$ cat src/rtl/ws2811_transmitter.sv
// WS2811 serial output stage: fetches each pixel from the colour controller and
// drives it out as 24 GRB bits with NRZ pulse-width timing, then a latch period.
module ws2811_transmitter #(
  parameter int NUM_LEDS     = 50,
  parameter int BIT_CYCLES   = 62,
  parameter int T0H_CYCLES   = 20,
  parameter int T1H_CYCLES   = 40,
  parameter int RESET_CYCLES = 2600,
  parameter int FETCH_CYCLES = 16
) (
  input  logic       clk,
  input  logic       rst_n,
  input  logic       enable,
  input  logic [7:0] red,
  input  logic [7:0] green,
  input  logic [7:0] blue,
  output logic [7:0] ledindex,
  output logic       dout,
  output logic       busy,
  output logic       frame_done
);

  typedef enum logic [1:0] {IDLE, FETCH, SEND, LATCH} state_t;

  localparam logic [7:0]  LAST_LED   = 8'(NUM_LEDS - 1);
  localparam logic [15:0] BIT_LAST   = 16'(BIT_CYCLES - 1);
  localparam logic [15:0] FETCH_LAST = 16'(FETCH_CYCLES - 1);
  localparam logic [15:0] RESET_LAST = 16'(RESET_CYCLES - 1);
  localparam logic [15:0] T0H        = 16'(T0H_CYCLES);
  localparam logic [15:0] T1H        = 16'(T1H_CYCLES);

  state_t      state;
  logic [15:0] cyc_cnt;    // fetch, bit-cycle or latch count depending on state
  logic [4:0]  bit_cnt;
  logic [15:0] pf_cnt;
  logic        pf_busy;    // prefetch settle window running
  logic        next_valid; // another pixel follows the one being sent
  logic [23:0] shift_q;
  logic [23:0] hold_q;

  logic [23:0] pixel;
  logic [15:0] high_len;

  always_comb begin
    pixel    = {green, red, blue};
    high_len = shift_q[23] ? T1H : T0H;
  end

  // NOTE: every register here is assigned with <= so all of them update from the
  // same pre-edge values; a blocking = would let later statements see new values.
  // NOTE: the pixel shift/hold registers are reset too, so a frame aborted by
  // rst_n can never leak stale colour data into the next frame.
  always_ff @(posedge clk or negedge rst_n) begin
    if (!rst_n) begin
      state      <= IDLE;
      cyc_cnt    <= '0;
      bit_cnt    <= '0;
      pf_cnt     <= '0;
      pf_busy    <= 1'b0;
      next_valid <= 1'b0;
      shift_q    <= '0;
      hold_q     <= '0;
      ledindex   <= '0;
      dout       <= 1'b0;
      busy       <= 1'b0;
      frame_done <= 1'b0;
    end else begin
      frame_done <= 1'b0;
      case (state)
        IDLE: begin
          dout <= 1'b0;
          busy <= 1'b0;
          if (enable) begin
            state    <= FETCH;
            busy     <= 1'b1;
            ledindex <= '0;
            cyc_cnt  <= '0;
          end
        end

        FETCH: begin
          dout <= 1'b0;
          if (cyc_cnt == FETCH_LAST) begin
            shift_q <= pixel;
            state   <= SEND;
            cyc_cnt <= '0;
            bit_cnt <= '0;
          end else begin
            cyc_cnt <= cyc_cnt + 16'd1;
          end
        end

        SEND: begin
          dout <= (cyc_cnt < high_len);

          // Request the next pixel as soon as this one starts, so its colour has
          // settled well before the current 24 bits run out.
          if (bit_cnt == 5'd0 && cyc_cnt == 16'd0 && ledindex != LAST_LED) begin
            ledindex   <= ledindex + 8'd1;
            pf_cnt     <= '0;
            pf_busy    <= 1'b1;
            next_valid <= 1'b1;
          end else if (pf_busy) begin
            if (pf_cnt == FETCH_LAST) begin
              hold_q  <= pixel;
              pf_busy <= 1'b0;
            end else begin
              pf_cnt <= pf_cnt + 16'd1;
            end
          end

          if (cyc_cnt == BIT_LAST) begin
            cyc_cnt <= '0;
            if (bit_cnt == 5'd23) begin
              bit_cnt <= '0;
              if (next_valid) begin
                shift_q    <= hold_q;
                next_valid <= 1'b0;
              end else begin
                state <= LATCH;
              end
            end else begin
              bit_cnt <= bit_cnt + 5'd1;
              shift_q <= {shift_q[22:0], 1'b0};
            end
          end else begin
            cyc_cnt <= cyc_cnt + 16'd1;
          end
        end

        LATCH: begin
          dout <= 1'b0;
          if (cyc_cnt == RESET_LAST) begin
            frame_done <= 1'b1;
            busy       <= 1'b0;
            ledindex   <= '0;
            cyc_cnt    <= '0;
            state      <= IDLE;
          end else begin
            cyc_cnt <= cyc_cnt + 16'd1;
          end
        end

        default: state <= IDLE;
      endcase
    end
  end

endmodule

$ cat config.mk
export PLATFORM = sky130hd
export DESIGN_NAME = ws2811_transmitter
export DESIGN_NICKNAME = d
export VERILOG_FILES = /design/src/rtl/ws2811_transmitter.sv
export SDC_FILE = /design/constraint.sdc
export NUM_CORES = 1
export LEC_CHECK = 0
export ABC_AREA = 1
export CAP_MARGIN = 25
export CORE_AREA = 4 4 99 139
export DETAILED_ROUTE_END_ITERATION = 16
export DIE_AREA = 0 0 103 143
export PLACE_DENSITY = 0.79
export SKIP_LAST_GASP = 1
export SLEW_MARGIN = 20
export SYNTH_ARGS = -nofsm -noshare
export SYNTH_HDL_FRONTEND = slang
export SYNTH_SLANG_ARGS = --single-unit
$ cat constraint.sdc
create_clock -name clk -period 1.73 [get_ports clk]
set_input_delay 0.4325 -clock clk [delete_from_list [all_inputs] [get_ports clk]]
set_output_delay 0.4325 -clock clk [all_outputs]
set_load 0.005 [all_outputs]
After elaboration in Yosys (flattened, before gate mapping)
Index checks and enable logic that the tools add are counted.

cells by class
  $add $sub $neg = 4
  order comparisons = 1
  equality and inequality tests = 18
  multiplexer cells = 42
  bitwise logic cells = 1
  reductions and logical operators = 17

operators by type and width
  operator                                               count
  two-way mux 16 bit                                     7
  two-way mux 24 bit                                     4
  one-hot mux 16 bit (4 select lines)                    1
  one-hot mux 24 bit (2 select lines)                    1
  adder 16 x 1 -> 16 bit, second input constant          2
  == test 16 x 4 -> 1 bit, second input constant         2
  two-way mux 8 bit                                      3
  one-hot mux 8 bit (3 select lines)                     1
  == test 16 x 12 -> 1 bit, second input constant        1
  == test 16 x 6 -> 1 bit, second input constant         1
  logical NOT 16 bit                                     1
  < comparator 16 x 6 -> 1 bit                           1
  inequality test 2 bit, second input constant           8
  two-way mux 5 bit                                      3
  two-way mux 2 bit                                      6
  AND reduction 4 bit                                    3
  two-way mux 1 bit                                      11
  one-hot mux 5 bit (2 select lines)                     1
  adder 8 x 1 -> 8 bit, second input constant            1
  inequality test 8 x 6 -> 1 bit, second input constant  1
  one-hot mux 2 bit (4 select lines)                     1
  two-way mux 6 bit                                      1
  AND reduction 3 bit                                    2
  AND reduction 6 bit                                    1
  14 further kinds                                       19

word-level totals
  register bits = 100
  input port bits = 27
  word-level logic and storage cells = 95

Logic depth before layout (Yosys ltp)
  depth in word-level cells = 7
  depth in mapped cells = 13
  mapped depth without buffers = 12

Worst setup path before layout
No wires, ideal clock.

  path type = register -> register
  start = register state[0]
  end = register pf_cnt[5]
  setup time = 0.117 ns
  data arrival time = 1.529 ns
  setup slack = 0.084 ns
  cell stages (with the launch flop) = 10
  buffers on the path = 1
  clock period less this slack = 1.646 ns
  cell sequence = dfrtp_1 -> inv_1 -> ha_1 -> nand2_1 -> clkinv_1 -> nand2_1 -> nand2_1 -> buf_4 -> nand2_1 -> nand2_1

on the way
  word-level cells in the longest chain between the ends = 2

ends and longest elaborated chain
  item                                  RTL line  text
  start, declared                       32        state_t state;
  start signal, assigned                55        state <= IDLE;
  start signal, assigned                74        state <= FETCH;
  start signal, assigned                85        state <= SEND;
  == test 2 bit                         69        case (state)
  AND reduction 3 bit (no source line)  --
  end signal, assigned                  108       pf_cnt <= pf_cnt + 16'd1;
  end, declared                         35        logic [15:0] pf_cnt;

Every way passes these cells.
A chain may end at the register's enable or synchronous reset.

Worst setup path after layout
  start = register cyc_cnt[1]
  end = register ledindex[0]

on the way
  word-level cells in the longest chain between the ends = 5
  elaborated cells on any way between the ends = 7

ends and longest elaborated chain
  item                                      RTL line  text
  start, declared                           33        logic [15:0] cyc_cnt;
  start signal, assigned                    89        cyc_cnt <= cyc_cnt + 16'd1;
  start signal, assigned                    127       cyc_cnt <= cyc_cnt + 16'd1;
  start signal, assigned                    140       cyc_cnt <= cyc_cnt + 16'd1;
  logical NOT 16 bit                        98        if (bit_cnt == 5'd0 && cyc_cnt == 16'd0 && ledindex != LAST_LED) begin
  logical AND 1 bit (2 in a row)            98
  inequality test 2 bit (no source line)    --
  AND reduction 4 bit (no source line) (*)  --
  end signal, assigned                      99        ledindex <= ledindex + 8'd1;
  end, declared                             17        output logic [7:0] ledindex,

Mark *: on every way between the ends. The rest lies on a longest branch, timed or not.

==> impl_metrics.toml <==
[status]
outcome = "complete, but fails checks"
failed_checks = "negative setup slack"

[yosys]
synth_nets = 907
ys_types = 36
yosys_warnings = 0
synthTopCellsByArea = "dfrtp_1, nand2_1, nand3_1, nor2_1, o21ai_0"
avgSynthCellArea_um2 = 7.14
synth_area_leader_cell = "dfrtp_1"
synth.cell_area_um2 = 6160
synthCells = 863
yosysSeqAreaShare = 0.406
synth_top_area_share = 0.406
ys_ff_latch = 100

[cells_and_area]
nFillCells = 1048
drive_gt1_frac = 0.175
area_growth_pct = 27.9
layoutNonFillerInstCount = 1128
mostFrequentLayoutCells = "nand2_1, nand3_1, dfrtp_1, nor2_1, buf_4"
fin_nets = 1014
diodes = 0
layout_commonest_cell = "nand2_1"
finalInstanceArea_um2 = 7880

[clock_network]
path_clk_slew_ns = 0.07
h-tree-depth = 3
cts_buffers = 9
cts_sinks = 100
clock_latency_ns = 0.36
root_buffer = "clkbuf_16"
cts_tree = "yes"
clockBufferDepth = 2

[floorplan]
rows = 49
core_um2 = 12600
die_x_um = 103
die_h_um = 143
ios = 38
start_util = 0.488
die_area_um2 = 14700

[routing]
via_per_inst = 5.42
wl_met1_um = 6570
num_vias = 6119
drc = 0
detail-route-antenna-nets = 0
wirelength_um = 17000
routed.top_layer = "met4"
wl_met3_um = 626
wl_met2_um = 9320
wl_per_cell_um = 15.1
dr.pass1.iters = 5
drtIter0Drc = 418

[power]
pwr-share-seq = 0.295
internal_power_uw = 6030
clockPowerShare = 0.193
p_sw_frac = 0.430
p_total_uw = 10600
leakage_uw = 0.00387
p_per_area_nw_per_um2 = 1340
power_frac_comb = 0.513
peakVddDrop_uv = 946
p_switching_uw = 4550

[sta]
period_minus_slack_ns = 1.83
finalMaxSlewViolations = 0
maxSlewHeadroom = 0.702
whs_ns = 0.466
timing.final.ws_setup_ns = -0.0978
setup_viol = 17
fin_worst_skew_ns = 0.0101
period_share = 1.06
rsz0062_at_grt = "true"
tightest_slew_ns = 0.442
max_freq_mhz = 547
hold_viol = 0
finalSetupTns_ns = -0.604

[setup_path]
crit_slowest_cell = "dfrtp_1"
max_stage_delay_ns = 0.41
end_kind = "flop"
crit_arrival_ns = 2.12
crit_family = "simple AND/OR/NAND/NOR gates"
path_buf_inv = 2
cp.required_ns = 2.02
critical_path.max_fanout = 4
path_cells = "ha_2 > nand2_2 > clkinv_2 > nand2_1 > nor2_1 > nand2_1 > nand2_2 > nand2_2 > nor2_4 > buf_4 > nand3_1 > nand2_1"
critPathLaunchType = "flop"
critPathKind = "reg2reg"

[place]
placed_area_um2 = 7130
place.gp.congestion = 0.905
io_buffers = 37
dp.cells = 1088
dp_hpwl_um = 10600

[global_routing]
grt-ovfl-total = 0
grt_pass1_wl_um = 25600
antenna_found_initial = 0
grt_pass1_vias = 5717
grt_usage = 0.214
grt_max_degree = 51

[run]
timing.max_cap.violations = 0

[hold_path]
hp-class = "reg2reg"
## metal layers
| metal | track usage | vias up |
|---|---|---|
| li1 | - | 2980 |
| met4 | 0.0941 | 0 |
| met3 | 0.0298 | 43 |
| met2 | 0.377 | 174 |
| met5 | 0 | - |
| met1 | 0.256 | 2922 |
## synthesized netlist by cell type, drive strengths merged
library cell,number
nor3,9
and3,1
xnor2,2
nor4,1
o21a,1
ha,17
xor2,17
clkinv,3
nand3b,5
nor2,106
dfrtp,100
buf,23
o21ai,61
nand2,303
nand4,14
a21oi,8
inv,64
clkbuf,9
nand3,119
## flip-flops by register name (all words and copies together) (netlist names)
name,cells
frame_done,1
bit_cnt,5
dout,1
cyc_cnt,16
shift_q,24
hold_q,24
busy,1
ledindex,8
next_valid,1
state,2
pf_cnt,16
pf_busy,1
## worst paths after layout
check / startpoint / to / slack [ns] / cells past startpoint
min in group asynchronous: rst_n / hold_q[23]$_DFFE_PN0P_ / 0.52 / 2
min: hold_q[19]$_DFFE_PN0P_ / hold_q[19]$_DFFE_PN0P_ / 0.47 / 2
max: cyc_cnt[1]$_DFFE_PN0N_ / ledindex[0]$_DFFE_PN0P_ / -0.1 / 12
max in group asynchronous: rst_n / hold_q[6]$_DFFE_PN0P_ / 0.61 / 3
max reg2reg: cyc_cnt[1]$_DFFE_PN0N_ / ledindex[0]$_DFFE_PN0P_ / -0.1 / 12
min reg2reg: hold_q[19]$_DFFE_PN0P_ / hold_q[19]$_DFFE_PN0P_ / 0.47 / 2
## area by class of cell
| class | count | area, um2 | share of cell area |
|---|---|---|---|
| multi-input cells | 665 | 3400 | 0.432 |
| flip-flops and latches | 100 | 2500 | 0.318 |
| repair buffers | 127 | 1230 | 0.157 |
| clock buffers | 13 | 270 | 0.0343 |
| inverters | 67 | 260 | 0.0330 |
| well taps | 153 | 191 | 0.0243 |
| clock inverters | 3 | 18.8 | 0.00238 |
## metrics by stage
step,worst slack [ns],util
floorplan,0.0840,-
global placement,0.0375,0.565
detailed placement,-0.0280,0.565
CTS,0.00526,0.593
global route,-0.140,0.624
finish,-0.0978,0.624
## cell families (layout without fill, tap and decap cells)
logic type / count (synthesis) / in the layout / synth area share
AOI/OAI and AO/OA: 70 / 70 / 0.0579
xor gates and xnor gates: 19 / 19 / 0.0270
adders and majority gates: 17 / 17 / 0.0345
buffers and inverters: 99 / 210 / 0.0723
DFF: 100 / 100 / 0.406
and+or+nand+nor: 558 / 559 / 0.402
## tightest hold or removal path, stage by stage (launching register included)
cell and delay, ns:
dfrtp_1 0.34, nand2_1 0.05, nand2_1 0.05
## power groups by stage
stage	sequential, uW	combinational [uW]	clock [uW]
6_report	3120	5430	2040
3_3_place_gp	3100	4410	0
2_1_floorplan	3050	2950	0
5_1_grt	3150	5900	2130
4_1_cts	3070	4610	2020
3_5_place_dp	3090	4520	0
## what timing repair did
item / CTS / global route
hold buffers: 1 / 0
hold endpoints to repair: 20 / 0
setup endpoints to repair: 39 / 91
gates cloned: 0 / 4
pin swaps: 1 / 18
resized for setup: 17 / 53
buffers inserted: 4 / 15
Note: power is estimated with default switching activity, not from simulation.
